===== config.mk =====
export PLATFORM = sky130hd
export DESIGN_NAME = qam_mapper_param
export DESIGN_NICKNAME = d
export VERILOG_FILES = /design/src/rtl/qam_pkg.sv /design/src/rtl/qam_axis_level.sv /design/src/rtl/qam_mapper_param.sv
export SDC_FILE = /design/constraint.sdc
export NUM_CORES = 1
export LEC_CHECK = 0
export BUFFER_PORTS_ARGS = -buffer_cell sky130_fd_sc_hd__buf_2
export CAP_MARGIN = 20
export CELL_PAD_IN_SITES_DETAIL_PLACEMENT = 1
export CELL_PAD_IN_SITES_GLOBAL_PLACEMENT = 2
export CORE_MARGIN = 8
export CORE_UTILIZATION = 40
export CTS_CLUSTER_DIAMETER = 80
export DETAILED_ROUTE_END_ITERATION = 12
export PLACE_DENSITY_LB_ADDON = 0.1
export SYNTH_ARGS = -nofsm -noshare
export SYNTH_HDL_FRONTEND = slang
export SYNTH_SLANG_ARGS = --single-unit

===== constraint.sdc =====
create_clock -name clk -period 7.9 [get_ports clk]
set_clock_uncertainty 0.05 [all_clocks]
set_input_delay 2.37 -clock clk [delete_from_list [all_inputs] [get_ports clk]]
set_output_delay 2.37 -clock clk [all_outputs]
set_load 0.005 [all_outputs]

===== src/rtl/qam_pkg.sv =====
// Shared definitions for the square-QAM mapper: mode encodings, bits-per-axis
// lookup, Gray decoding and the saturation limits for the default output width.
package qam_pkg;

    typedef enum logic [1:0] {
        QAM_MODE_QPSK    = 2'd0,
        QAM_MODE_16      = 2'd1,
        QAM_MODE_64      = 2'd2,
        QAM_MODE_ILLEGAL = 2'd3
    } qam_mode_e;

    localparam int unsigned QAM_DATA_W  = 18;
    localparam int unsigned QAM_MAX_BPA = 3;
    localparam int          QAM_SAT_POS = (2 ** (QAM_DATA_W - 1)) - 1;
    localparam int          QAM_SAT_NEG = -QAM_SAT_POS;

    // Returns 0 for a mode that has no defined constellation.
    function automatic logic [1:0] mode_to_bpa(input qam_mode_e mode);
        case (mode)
            QAM_MODE_QPSK: return 2'd1;
            QAM_MODE_16:   return 2'd2;
            QAM_MODE_64:   return 2'd3;
            default:       return 2'd0;
        endcase
    endfunction

    // Bits at or above bpa are ignored before decoding.
    function automatic logic [2:0] gray2bin(input logic [2:0] g, input logic [1:0] bpa);
        logic [2:0] m;
        m = '0;
        for (int unsigned i = 0; i < 3; i++) begin
            if (i < 32'(bpa)) m[i] = g[i];
        end
        return {m[2], m[2] ^ m[1], ^m};
    endfunction

endpackage


===== src/rtl/qam_axis_level.sv =====
// One constellation axis: Gray decode ahead of stage 1, then odd-level index,
// scaling by half the reference and symmetric saturation ahead of stage 2.
module qam_axis_level
    import qam_pkg::*;
#(
    parameter int unsigned DATA_W  = QAM_DATA_W,
    parameter int unsigned MAX_BPA = QAM_MAX_BPA
) (
    input  logic [MAX_BPA-1:0]        gray_i,
    input  logic [1:0]                bpa_i,
    output logic [MAX_BPA-1:0]        idx_o,
    input  logic [MAX_BPA-1:0]        idx_s1_i,
    input  logic [1:0]                bpa_s1_i,
    input  logic                      legal_s1_i,
    input  logic signed [DATA_W-1:0]  ref_s1_i,
    output logic signed [DATA_W-1:0]  amp_o
);

    localparam logic signed [DATA_W+2:0] SAT_POS_X = {4'b0000, {(DATA_W-1){1'b1}}};
    localparam logic signed [DATA_W+2:0] SAT_NEG_X = -SAT_POS_X;

    logic [2:0]               g3;
    logic [2:0]               n3;
    logic [2:0]               ns1;
    logic [3:0]               top;
    logic signed [4:0]        k;
    logic signed [DATA_W-1:0] h;
    logic signed [DATA_W+2:0] k_x;
    logic signed [DATA_W+2:0] h_x;
    logic signed [DATA_W+2:0] prod;

    always_comb begin
        g3    = '0;
        idx_o = '0;
        for (int unsigned i = 0; i < MAX_BPA && i < 3; i++) g3[i] = gray_i[i];
        n3 = gray2bin(g3, bpa_i);
        for (int unsigned i = 0; i < MAX_BPA && i < 3; i++) idx_o[i] = n3[i];
    end

    always_comb begin
        ns1 = '0;
        for (int unsigned i = 0; i < MAX_BPA && i < 3; i++) ns1[i] = idx_s1_i[i];
        // k = (2^b - 1) - 2n, always odd and within +/-7
        top  = (4'd1 << bpa_s1_i) - 4'd1;
        k    = signed'({1'b0, top}) - signed'({1'b0, ns1, 1'b0});
        h    = ref_s1_i >>> 1;
        k_x  = {{(DATA_W-2){k[4]}}, k};
        h_x  = {{3{h[DATA_W-1]}}, h};
        prod = k_x * h_x;
        if (!legal_s1_i)
            amp_o = '0;
        else if (prod > SAT_POS_X)
            amp_o = SAT_POS_X[DATA_W-1:0];
        else if (prod < SAT_NEG_X)
            amp_o = SAT_NEG_X[DATA_W-1:0];
        else
            amp_o = prod[DATA_W-1:0];
    end

endmodule


===== src/rtl/qam_mapper_param.sv =====
// Runtime-configurable QPSK/16/64-QAM mapper with a two-stage enabled pipeline;
// mode and reference travel with each symbol so reconfiguration is atomic.
module qam_mapper_param
    import qam_pkg::*;
#(
    parameter int unsigned DATA_W  = QAM_DATA_W,
    parameter int unsigned MAX_BPA = QAM_MAX_BPA
) (
    input  logic                      clk,
    input  logic                      reset_n,
    input  logic                      clk_en,
    input  logic                      in_valid,
    input  logic [2*MAX_BPA-1:0]      data,
    input  logic                      cfg_load,
    input  logic [1:0]                mode_in,
    input  logic signed [DATA_W-1:0]  ref_level,
    output logic signed [DATA_W-1:0]  sig_inph,
    output logic signed [DATA_W-1:0]  sig_quad,
    output logic                      out_valid,
    output logic                      cfg_err
);

    // Modes needing more bits per axis than this build supports count as illegal.
    function automatic logic mode_ok(input qam_mode_e m);
        logic [1:0] b;
        b = mode_to_bpa(m);
        return (b != 2'd0) && (32'(b) <= MAX_BPA);
    endfunction

    qam_mode_e                cfg_mode_q, cfg_mode_d;
    logic signed [DATA_W-1:0] cfg_ref_q, cfg_ref_d;
    logic                     cfg_err_q, cfg_err_d;
    logic                     s1_valid_q, s1_valid_d;
    logic [MAX_BPA-1:0]       s1_ni_q, s1_ni_d;
    logic [MAX_BPA-1:0]       s1_nq_q, s1_nq_d;
    qam_mode_e                s1_mode_q, s1_mode_d;
    logic signed [DATA_W-1:0] s1_ref_q, s1_ref_d;
    logic                     out_valid_q, out_valid_d;
    logic signed [DATA_W-1:0] inph_q, inph_d;
    logic signed [DATA_W-1:0] quad_q, quad_d;

    logic [1:0]               bpa_cur;
    logic [1:0]               bpa_s1;
    logic                     legal_s1;
    logic [MAX_BPA-1:0]       gray_inph, gray_quad;
    logic [MAX_BPA-1:0]       idx_inph, idx_quad;
    logic signed [DATA_W-1:0] amp_inph, amp_quad;

    assign bpa_cur   = mode_to_bpa(cfg_mode_q);
    assign bpa_s1    = mode_to_bpa(s1_mode_q);
    assign legal_s1  = mode_ok(s1_mode_q);
    assign gray_inph = data[MAX_BPA-1:0];
    assign gray_quad = MAX_BPA'(data >> bpa_cur);

    qam_axis_level #(.DATA_W(DATA_W), .MAX_BPA(MAX_BPA)) u_axis_inph (
        .gray_i     (gray_inph),
        .bpa_i      (bpa_cur),
        .idx_o      (idx_inph),
        .idx_s1_i   (s1_ni_q),
        .bpa_s1_i   (bpa_s1),
        .legal_s1_i (legal_s1),
        .ref_s1_i   (s1_ref_q),
        .amp_o      (amp_inph)
    );

    qam_axis_level #(.DATA_W(DATA_W), .MAX_BPA(MAX_BPA)) u_axis_quad (
        .gray_i     (gray_quad),
        .bpa_i      (bpa_cur),
        .idx_o      (idx_quad),
        .idx_s1_i   (s1_nq_q),
        .bpa_s1_i   (bpa_s1),
        .legal_s1_i (legal_s1),
        .ref_s1_i   (s1_ref_q),
        .amp_o      (amp_quad)
    );

    always_comb begin
        cfg_mode_d  = cfg_mode_q;
        cfg_ref_d   = cfg_ref_q;
        cfg_err_d   = cfg_err_q;
        s1_valid_d  = s1_valid_q;
        s1_ni_d     = s1_ni_q;
        s1_nq_d     = s1_nq_q;
        s1_mode_d   = s1_mode_q;
        s1_ref_d    = s1_ref_q;
        out_valid_d = out_valid_q;
        inph_d      = inph_q;
        quad_d      = quad_q;
        if (cfg_load) begin
            cfg_mode_d = qam_mode_e'(mode_in);
            cfg_ref_d  = ref_level;
            if (!mode_ok(qam_mode_e'(mode_in))) cfg_err_d = 1'b1;
        end
        if (clk_en) begin
            s1_valid_d  = in_valid;
            s1_ni_d     = idx_inph;
            s1_nq_d     = idx_quad;
            s1_mode_d   = cfg_mode_q;
            s1_ref_d    = cfg_ref_q;
            out_valid_d = s1_valid_q;
            if (s1_valid_q) begin
                inph_d = amp_inph;
                quad_d = amp_quad;
            end
        end
    end

    always_ff @(posedge clk or negedge reset_n) begin
        if (!reset_n) begin
            cfg_mode_q  <= QAM_MODE_16;
            cfg_ref_q   <= '0;
            cfg_err_q   <= 1'b0;
            s1_valid_q  <= 1'b0;
            s1_ni_q     <= '0;
            s1_nq_q     <= '0;
            s1_mode_q   <= QAM_MODE_16;
            s1_ref_q    <= '0;
            out_valid_q <= 1'b0;
            inph_q      <= '0;
            quad_q      <= '0;
        end else begin
            cfg_mode_q  <= cfg_mode_d;
            cfg_ref_q   <= cfg_ref_d;
            cfg_err_q   <= cfg_err_d;
            s1_valid_q  <= s1_valid_d;
            s1_ni_q     <= s1_ni_d;
            s1_nq_q     <= s1_nq_d;
            s1_mode_q   <= s1_mode_d;
            s1_ref_q    <= s1_ref_d;
            out_valid_q <= out_valid_d;
            inph_q      <= inph_d;
            quad_q      <= quad_d;
        end
    end

    assign sig_inph  = inph_q;
    assign sig_quad  = quad_q;
    assign out_valid = out_valid_q;
    assign cfg_err   = cfg_err_q;

endmodule


-- Yosys cells after proc, flatten, opt, wreduce, memory -nomap -nowiden
Index checks and enable logic that the tools add are counted.
- bits in registers: 85
- latch bits: 0
- bits in writable memories: 0
- memory bits (read-only): 0
- bits of input ports: 31
- logic and storage cells: 59
- memories kept: 0
- $add $sub $neg: 3
- $mul: 2
- divide/modulo/power cells: 0
- order comparisons: 7
- equality and inequality tests: 6
- shift operators: 2
- multiplexer cells: 16
- bitwise gates (word level): 3
- reduce and logical (&&, ||, !) cells: 9
- operators by type and width (cell ; number):
    $mux 18 ; 6
    $gt 21x18->1 const B ; 2
    $lt 21x18->1 const B ; 2
    $mul 5x17->21 ; 2
    $pmux 2 s3 ; 3
    $sub 4x4->5 ; 2
    $eq 2x1->1 const B ; 3
    $eq 2x2->1 const B ; 3
    $logic_not 2->1 ; 3
    $mux 1 ; 6
    $reduce_xor 3->1 ; 2
    $shr 6x2->3 ; 1
    $lt 1x2->1 const A ; 2
    $reduce_and 2->1 ; 2
    $reduce_bool 2->1 ; 2
    $shl 1x2->4 const A ; 1
    $sub 4x1->4 const B ; 1
    $lt 2x2->1 const A ; 1
    $mux 2 ; 1
    $xor 1x1->1 ; 2
    $not 1->1 ; 1

-- Depth between registers and ports, before layout
Gate-level depths: netlist of the first run.
- depth after elaboration: 10
- mapped depth: 26

-- Hierarchy
A second synthesis of the first run with hierarchy kept.
- cell total of the unflattened synthesis: 1125
- area, all modules: 10477.5 um2
- by module, submodules not included (module ; times used ; cells each ; area each (um2) ; seq. area each (um2)):
    qam_axis_level at u_axis_quad ; 1 ; 471 ; 3631.0 ; 0.0
    qam_axis_level at u_axis_inph ; 1 ; 453 ; 3564.7 ; 0.0
    qam_mapper_param ; 1 ; 201 ; 3281.9 ; 2129.5

-- Worst setup path before layout of the first run
OpenSTA, ideal clock, no wires.
- path kind: register to register
- start: register s1_mode_q[0]
- end: register inph_q[12] (netlist: sig_inph[12])
- arrival: 6.287 ns
- setup slack: 1.437 ns
- stages on the path, launching flop included: 23
- cells stage by stage: dfstp_2 inv_1 ha_1 ha_1 fa_1 xnor2_1 clkbuf_1 nand2_1 fa_1 fa_1 inv_1 fa_1 inv_1 fa_1 nand2b_1 a211oi_2 o211ai_2 a311oi_1 xor2_1 nor4b_2 o41ai_4 buf_6 a221o_1
- longest elaborated chain between the ends: 10
- elaborated cells between the ends (all ways): 14
- those cells by class: add/sub: 2; mul: 1; order compare: 2; eq/ne: 2; shift: 1; mux: 4; reduce/logical: 2
- ends and longest elaborated chain (element ; RTL line ; RTL):
    from (decl) ; qam_mapper_param.sv:36 ; qam_mode_e s1_mode_q, s1_mode_d;
    from (signal assigned) ; qam_mapper_param.sv:128 ; s1_mode_q <= s1_mode_d;
    $eq 2x2->1 (tied with other cells) ; qam_pkg.sv:19 ; case (mode)
    $pmux 2 s3 (*) ; qam_pkg.sv:19 ;
    $shl 1x2->4 ; qam_axis_level.sv:44 ; top = (4'd1 << bpa_s1_i) - 4'd1;
    $sub 4x1->4 ; qam_axis_level.sv:44 ;
    $sub 4x4->5 ; qam_axis_level.sv:45 ; k = signed'({1'b0, top}) - signed'({1'b0, ns1, 1'b0});
    $mul 5x17->21 ; qam_axis_level.sv:49 ; prod = k_x * h_x;
    $lt 21x18->1 ; qam_axis_level.sv:54 ; else if (prod < SAT_NEG_X)
    $mux 18 ; qam_axis_level.sv:54 ;
    $mux 18 ; qam_axis_level.sv:52 ; else if (prod > SAT_POS_X)
    $mux 18 (*) ; qam_axis_level.sv:50 ; if (!legal_s1_i)
    to (signal assigned) ; qam_mapper_param.sv:131 ; inph_q <= inph_d;
    to (decl) ; qam_mapper_param.sv:39 ; logic signed [DATA_W-1:0] inph_q, inph_d;
Mark *: on every way between the ends. The rest lies on a longest branch, timed or not.
A chain may end at the register's enable or synchronous reset.

-- Worst setup path after layout of the first run
- start: register s1_mode_q[0]
- end: register inph_q[11] (netlist: sig_inph[11])
Same word-level chain as after synthesis.

==> metrics, run 1 <==
RSZ-0062 raised after global routing=no; final global-route overflow total=0; Final #Nets=1363; Diodes inserted=0; Rows=58; Area Growth Syn to Fin=9.85%; beginning of the worst hold path=cfg_err; Final Hold Vio Count=0; Pre-antenna DRT Iters=4; crit path kind=reg2reg; Critical Path Slowest Stage Cell=fa_1; Buf+Inv Stages, Crit Path=4; YS warnings=0; drt first-iter violations=384; commonest cells after routing, fill and taps aside=202 x inv_1, 104 x fa_1, 86 x ha_1, 81 x dfrtp_1, 78 x nor2b_1; WHS=between 0.4 and 0.5 ns; antenna-violating nets left=0; Fmax=145 MHz; # Post-CTS Setup Buffers=0; aggregate routed wire length=25400 um; hold_buf cts=0; hold endpoint=cfg_err; Post-Syn Instances=approximately 1100; clock tree sinks=83; Final Max Slew Viols=0; CP Data Required Time=8.09 ns; io pins=between 60 and 70; post-route cell area=11100 um^2; Clock transition at path regs=0.07 ns; worst r2r dst=sig_inph[11]; largest net degree at the start of global routing=52; CTS Buffer Depth=2; CP max FO=16; first-pass GRT wire length=42600 um; Setup violations, final=0; fin crit period=6.92 ns; startpoint types=flip-flop; most common library cell in the layout ignoring fill and taps=inv_1; status=finished, final reports clean; ys async rst share=100%; WHS Path Cells=1; Core Area=25000 um^2; via count=approximately 7700; Arrival @ worst endpoint=about 7.1 ns; DRC Markers=0; FF-to-FF path depth=22; synth unique cells=79; Most used DFF post-synth=dfrtp_1; CTS root buf=clkbuf_16; Port Buffers=67; number of global-route vias before repair=between 8000 and 9000; Hold Crit Class=reg2reg; Rel. slew slack=a little under half; final period utilization=between 80% and 90%; Crit path max-delay family=adder cells; routability cong.=0.787; Num CTS Buffers=9; Final TNS setup=0 ns; Worst R2R Start=s1_mode_q[0]; Total GRT Usage=between 10% and 20%; critical path's largest stage delay=0.58 ns; die area=30500 um^2; Seq cells post-synth=83; Initial Util=between 40% and 50%; number of synthesized flops with an enable pin=0; via/cell ratio=around 5.2; H-tree depth=3; worst skew pair latency=between 0.3 and 0.4 ns; max cap viols=0; Worst setup EP type=flip-flop; initial antenna violation count=0; Avg Cell Area, Syn=approximately 9.2 um^2; Die Span Y=around 170 um; post-synthesis net count=1314; CP Cell Sequence=inv_1 > ha_1 > xor2_1 > ha_1 > o21ai_0 > nand2_1 > nor2_1 > fa_1 > inv_1 > fa_1 > fa_1 > inv_1 > ha_1 > a21oi_1 > o221ai_1 > a2111oi_2 > o31ai_2 > xnor2_4 > nand2b_1 > o41ai_4 > buf_4 > a221o_1; placed instance area=~11000 um^2; sequential area share after synthesis=between 20% and 30%; synthesized cell area=around 10000 um^2; Slew @ Worst Pin=roughly 0.8 ns; die width=between 150 and 200 um; Gates resized, CTS repair=0; reg2reg setup slack=approximately 1 ns; post-detail-place hpwl=20900 um; CTS tree=done; share of cells above drive strength 1=14.2%; WL per Instance=17.2 um
==> metrics by stage <==
step	util, %	setup WS [ns]	cells
floorplan	-	1.44	1093
global placement	43.1	0.988	1461
detailed placement	43.1	0.964	1461
CTS	44.3	0.938	1477
global route	44.3	0.527	1477
finish	44.3	0.982	1477
==> how the worst max path moves through the flow <==
stage | from | end | slack, ns | depth (start not counted)
floorplan | s1_mode_q[0] | sig_inph[12] | 1.44 | 22
global placement | s1_mode_q[0] | sig_inph[6] | 0.99 | 22
detailed placement | s1_mode_q[0] | sig_inph[7] | 0.96 | 22
CTS | s1_mode_q[0] | sig_inph[12] | 0.94 | 22
global route | s1_mode_q[0] | sig_quad[10] | 0.53 | 22
finish | s1_mode_q[0] | sig_inph[11] | 0.98 | 22
==> flip-flops by register name, summed over array words and instances, names as in the netlist <==
register / count
cfg_err: 1
cfg_mode_q: 2
cfg_ref_q: 17
out_valid: 1
s1_mode_q: 2
s1_ni_q: 3
s1_nq_q: 3
s1_ref_q: 17
s1_valid_q: 1
sig_inph: 18
sig_quad: 18
==> worst register-to-register path: cells and delay by family (launching register included) <==
kind	cells	cell delay (ns)
AO/OA/AOI/OAI	7	1.82
adder cells (fa/ha/maj)	6	2.56
AND/OR/NAND/NOR	3	0.88
flip-flops	1	0.53
XOR/XNOR	2	0.59
buffers and inverters	4	0.38
==> cells in the mapped netlist (3+ instances only) <==
cell / number / area, um^2
a2111oi_0: 3 / 26.3
a211o_1: 3 / 26.3
a21boi_0: 3 / 22.5
a21o_1: 8 / 60.1
a21oi_1: 39 / 195
a221o_1: 11 / 110
a22o_1: 5 / 43.8
a31oi_1: 13 / 81.3
a32oi_1: 11 / 96.3
and2_1: 36 / 225
and3_1: 4 / 25.0
buf_1: 6 / 22.5
clkbuf_1: 34 / 128
dfrtp_1: 81 / 2030
fa_1: 104 / 2080
ha_1: 86 / 1080
inv_1: 202 / 758
mux2_2: 37 / 417
nand2_1: 61 / 229
nand2b_1: 19 / 119
nand3_1: 15 / 75.1
nor2_1: 62 / 233
nor2b_1: 78 / 488
nor3_1: 8 / 40.0
nor4_1: 3 / 18.8
o2111ai_1: 4 / 35.0
o211a_1: 6 / 60.1
o211ai_1: 5 / 37.5
o21a_1: 7 / 52.6
o21ai_0: 25 / 125
o21ai_1: 6 / 30.0
o21bai_1: 5 / 37.5
o22ai_1: 4 / 25.0
o31ai_1: 6 / 45.0
or2_2: 3 / 18.8
xnor2_1: 26 / 228
xor2_1: 10 / 87.6
==> final cells by class <==
cell class / instances / area (um^2)
fill: 2941 / 13900
tap: 330 / 413
inverter: 204 / 766
timing repair buffer: 81 / 443
sequential: 83 / 2080
multi-input combinational: 763 / 7050
clock inverter: 6 / 75.1
clock buffer: 10 / 239
==> metal layers <==
metal  share of wire [%]  vias up  wire length (um)  global-route usage (%)
met5                   0        -                 0                       0
met4                0.94        0               238                    3.60
met3                 2.8       15               721                    2.40
met2                  48      103             12300                    29.6
met1                  48     3860             12200                    22.5
li1                    -     3682                 -                       -
==> cell families after synthesis <==
kind of cell / synth area share (%)
AOI/OAI and AO/OA: 14.2
xor gates and xnor gates: 3.79
adders and majority gates: 31.4
buffers and inverters: 9.37
DFF: 20.7
muxes: 4.78
and+or+nand+nor: 15.8
Power of run 1 is not shown: default switching activity piles up to over one toggle a cycle in this logic, so the estimate is an artifact.
==> run 2: changes to the inputs <==
--- a/config.mk
+++ b/config.mk
@@ -11,6 +11,7 @@
 export CELL_PAD_IN_SITES_GLOBAL_PLACEMENT = 2
 export CORE_MARGIN = 8
 export CORE_UTILIZATION = 40
+export CTS_BUF_LIST = sky130_fd_sc_hd__clkbuf_16
 export CTS_CLUSTER_DIAMETER = 80
 export DETAILED_ROUTE_END_ITERATION = 12
 export PLACE_DENSITY_LB_ADDON = 0.1
==> metrics, run 2 (synthesis results as in run 1) <==
most common library cell in the layout ignoring fill and taps=inv_1; Num CTS Buffers=9; share of cells above drive strength 1=14.1%; Crit path max-delay family=adder cells; Fmax=145 MHz; critical path's largest stage delay=~0.58 ns; largest net degree at the start of global routing=52; aggregate routed wire length=between 20000 and 30000 um; Setup violations, final=0; FF-to-FF path depth=22; Final TNS setup=0 ns; Clock transition at path regs=roughly 0.070 ns; number of global-route vias before repair=between 8000 and 9000; drt first-iter violations=~380; Initial Util=40.3%; io pins=69; initial antenna violation count=0; fin crit period=slightly below 7 ns; WL met2=around 12000 um; WHS Path Cells=1; crit path from=s1_mode_q[0]; post-detail-place hpwl=20900 um; antenna-violating nets left=0; Core Area=25000 um^2; status=finished, final reports clean; clock tree sinks=between 80 and 90; Final #Nets=1363; die area=30500 um^2; via count=about 7700; hold_buf cts=0; final period utilization=between 80% and 90%; die width=around 170 um; Slew @ Worst Pin=between 0.8 and 0.9 ns; H-tree depth=3; Pre-antenna DRT Iters=4; final global-route overflow total=0; CP Cell Sequence=inv_1 > ha_1 > xor2_1 > ha_1 > o21ai_0 > nand2_1 > nor2_1 > fa_1 > inv_1 > fa_1 > fa_1 > inv_1 > ha_1 > a21oi_1 > o221ai_1 > a2111oi_2 > o31ai_2 > xnor2_4 > nand2b_1 > o41ai_4 > buf_4 > a221o_1; first-pass GRT wire length=42600 um; Buf+Inv Stages, Crit Path=4; Crit path depth=22; Diodes inserted=0; top layer reached by signal wires=met4; Rows=58; met3 routed WL=approximately 720 um; CTS tree=done; Die Span Y=between 150 and 200 um; Gates resized, CTS repair=0; Area Growth Syn to Fin=9.75%; Worst R2R Start=s1_mode_q[0]; # Post-CTS Setup Buffers=0; CP Data Required Time=roughly 8 ns; routability cong.=roughly 0.79; max cap viols=0; Rel. slew slack=a little under half; WL per Instance=around 17 um; Final Hold Vio Count=0; worst skew pair latency=about 0.35 ns; CTS Buffer Depth=2; M1 WL=approximately 12000 um; Hold Crit Class=reg2reg; Arrival @ worst endpoint=~7.1 ns; commonest cells after routing, fill and taps aside=202 x inv_1, 104 x fa_1, 86 x ha_1, 81 x dfrtp_1, 78 x nor2b_1; crit path kind=reg2reg; CP max FO=16; Port Buffers=67; via/cell ratio=approximately 5.2; Final Max Slew Viols=0; Worst setup EP type=flip-flop; Total GRT Usage=17.2%; RSZ-0062 raised after global routing=no; DRC Markers=0; startpoint types=flip-flop; Critical Path Slowest Stage Cell=fa_1; beginning of the worst hold path=cfg_err; CTS root buf=clkbuf_16
run 2: cell count changes in the layout (fill, tap and decap cells not counted):
cell      before  now
clkbuf_8       1    0
clkinv_1       0    1
run 2: path summary, 6_finish.rpt:
| path | endpoint | slack [ns] |
|---|---|---|
| worst min-delay path | cfg_err | 0.42 |
| worst max register to register | sig_inph[11] | 0.98 |
| max in group asynchronous | cfg_err | 4.83 |
| min in group asynchronous | sig_quad[17] | 1.90 |
| worst max-delay path | sig_inph[11] | 0.98 |
| worst min register to register | cfg_err | 0.42 |
run 2: cell type report:
class / instances / area, um^2
Sequential cell: 83 / 2080
Fill cell: 2942 / 13900
Inverter: 204 / 766
Multi-Input combinational cell: 763 / 7050
Clock inverter: 7 / 78.8
Tap cell: 330 / 413
Timing Repair Buffer: 81 / 443
Clock buffer: 9 / 225
run 2: per-layer routing:
metal  up-vias  global-route usage (%)
li1       3682                       -
met1      3861                    22.5
met2       103                    29.6
met3        15                    2.40
met4         0                    3.60
met5         -                       0
run 2: per-stage QoR:
step                      utilization [%]  cells  area (um^2)  worst slack [ns]  hold slack [ns]
after floorplan                         -   1093        10100              1.44            0.399
after global placement               43.1   1461        10700             0.988            0.405
after detailed placement             43.1   1461        10700             0.964            0.406
after CTS                            44.3   1477        11100             0.938            0.423
after global routing                 44.3   1477        11100             0.527            0.441
final                                44.3   1477        11100             0.983            0.418
Power of run 2 is left out for the same reason.
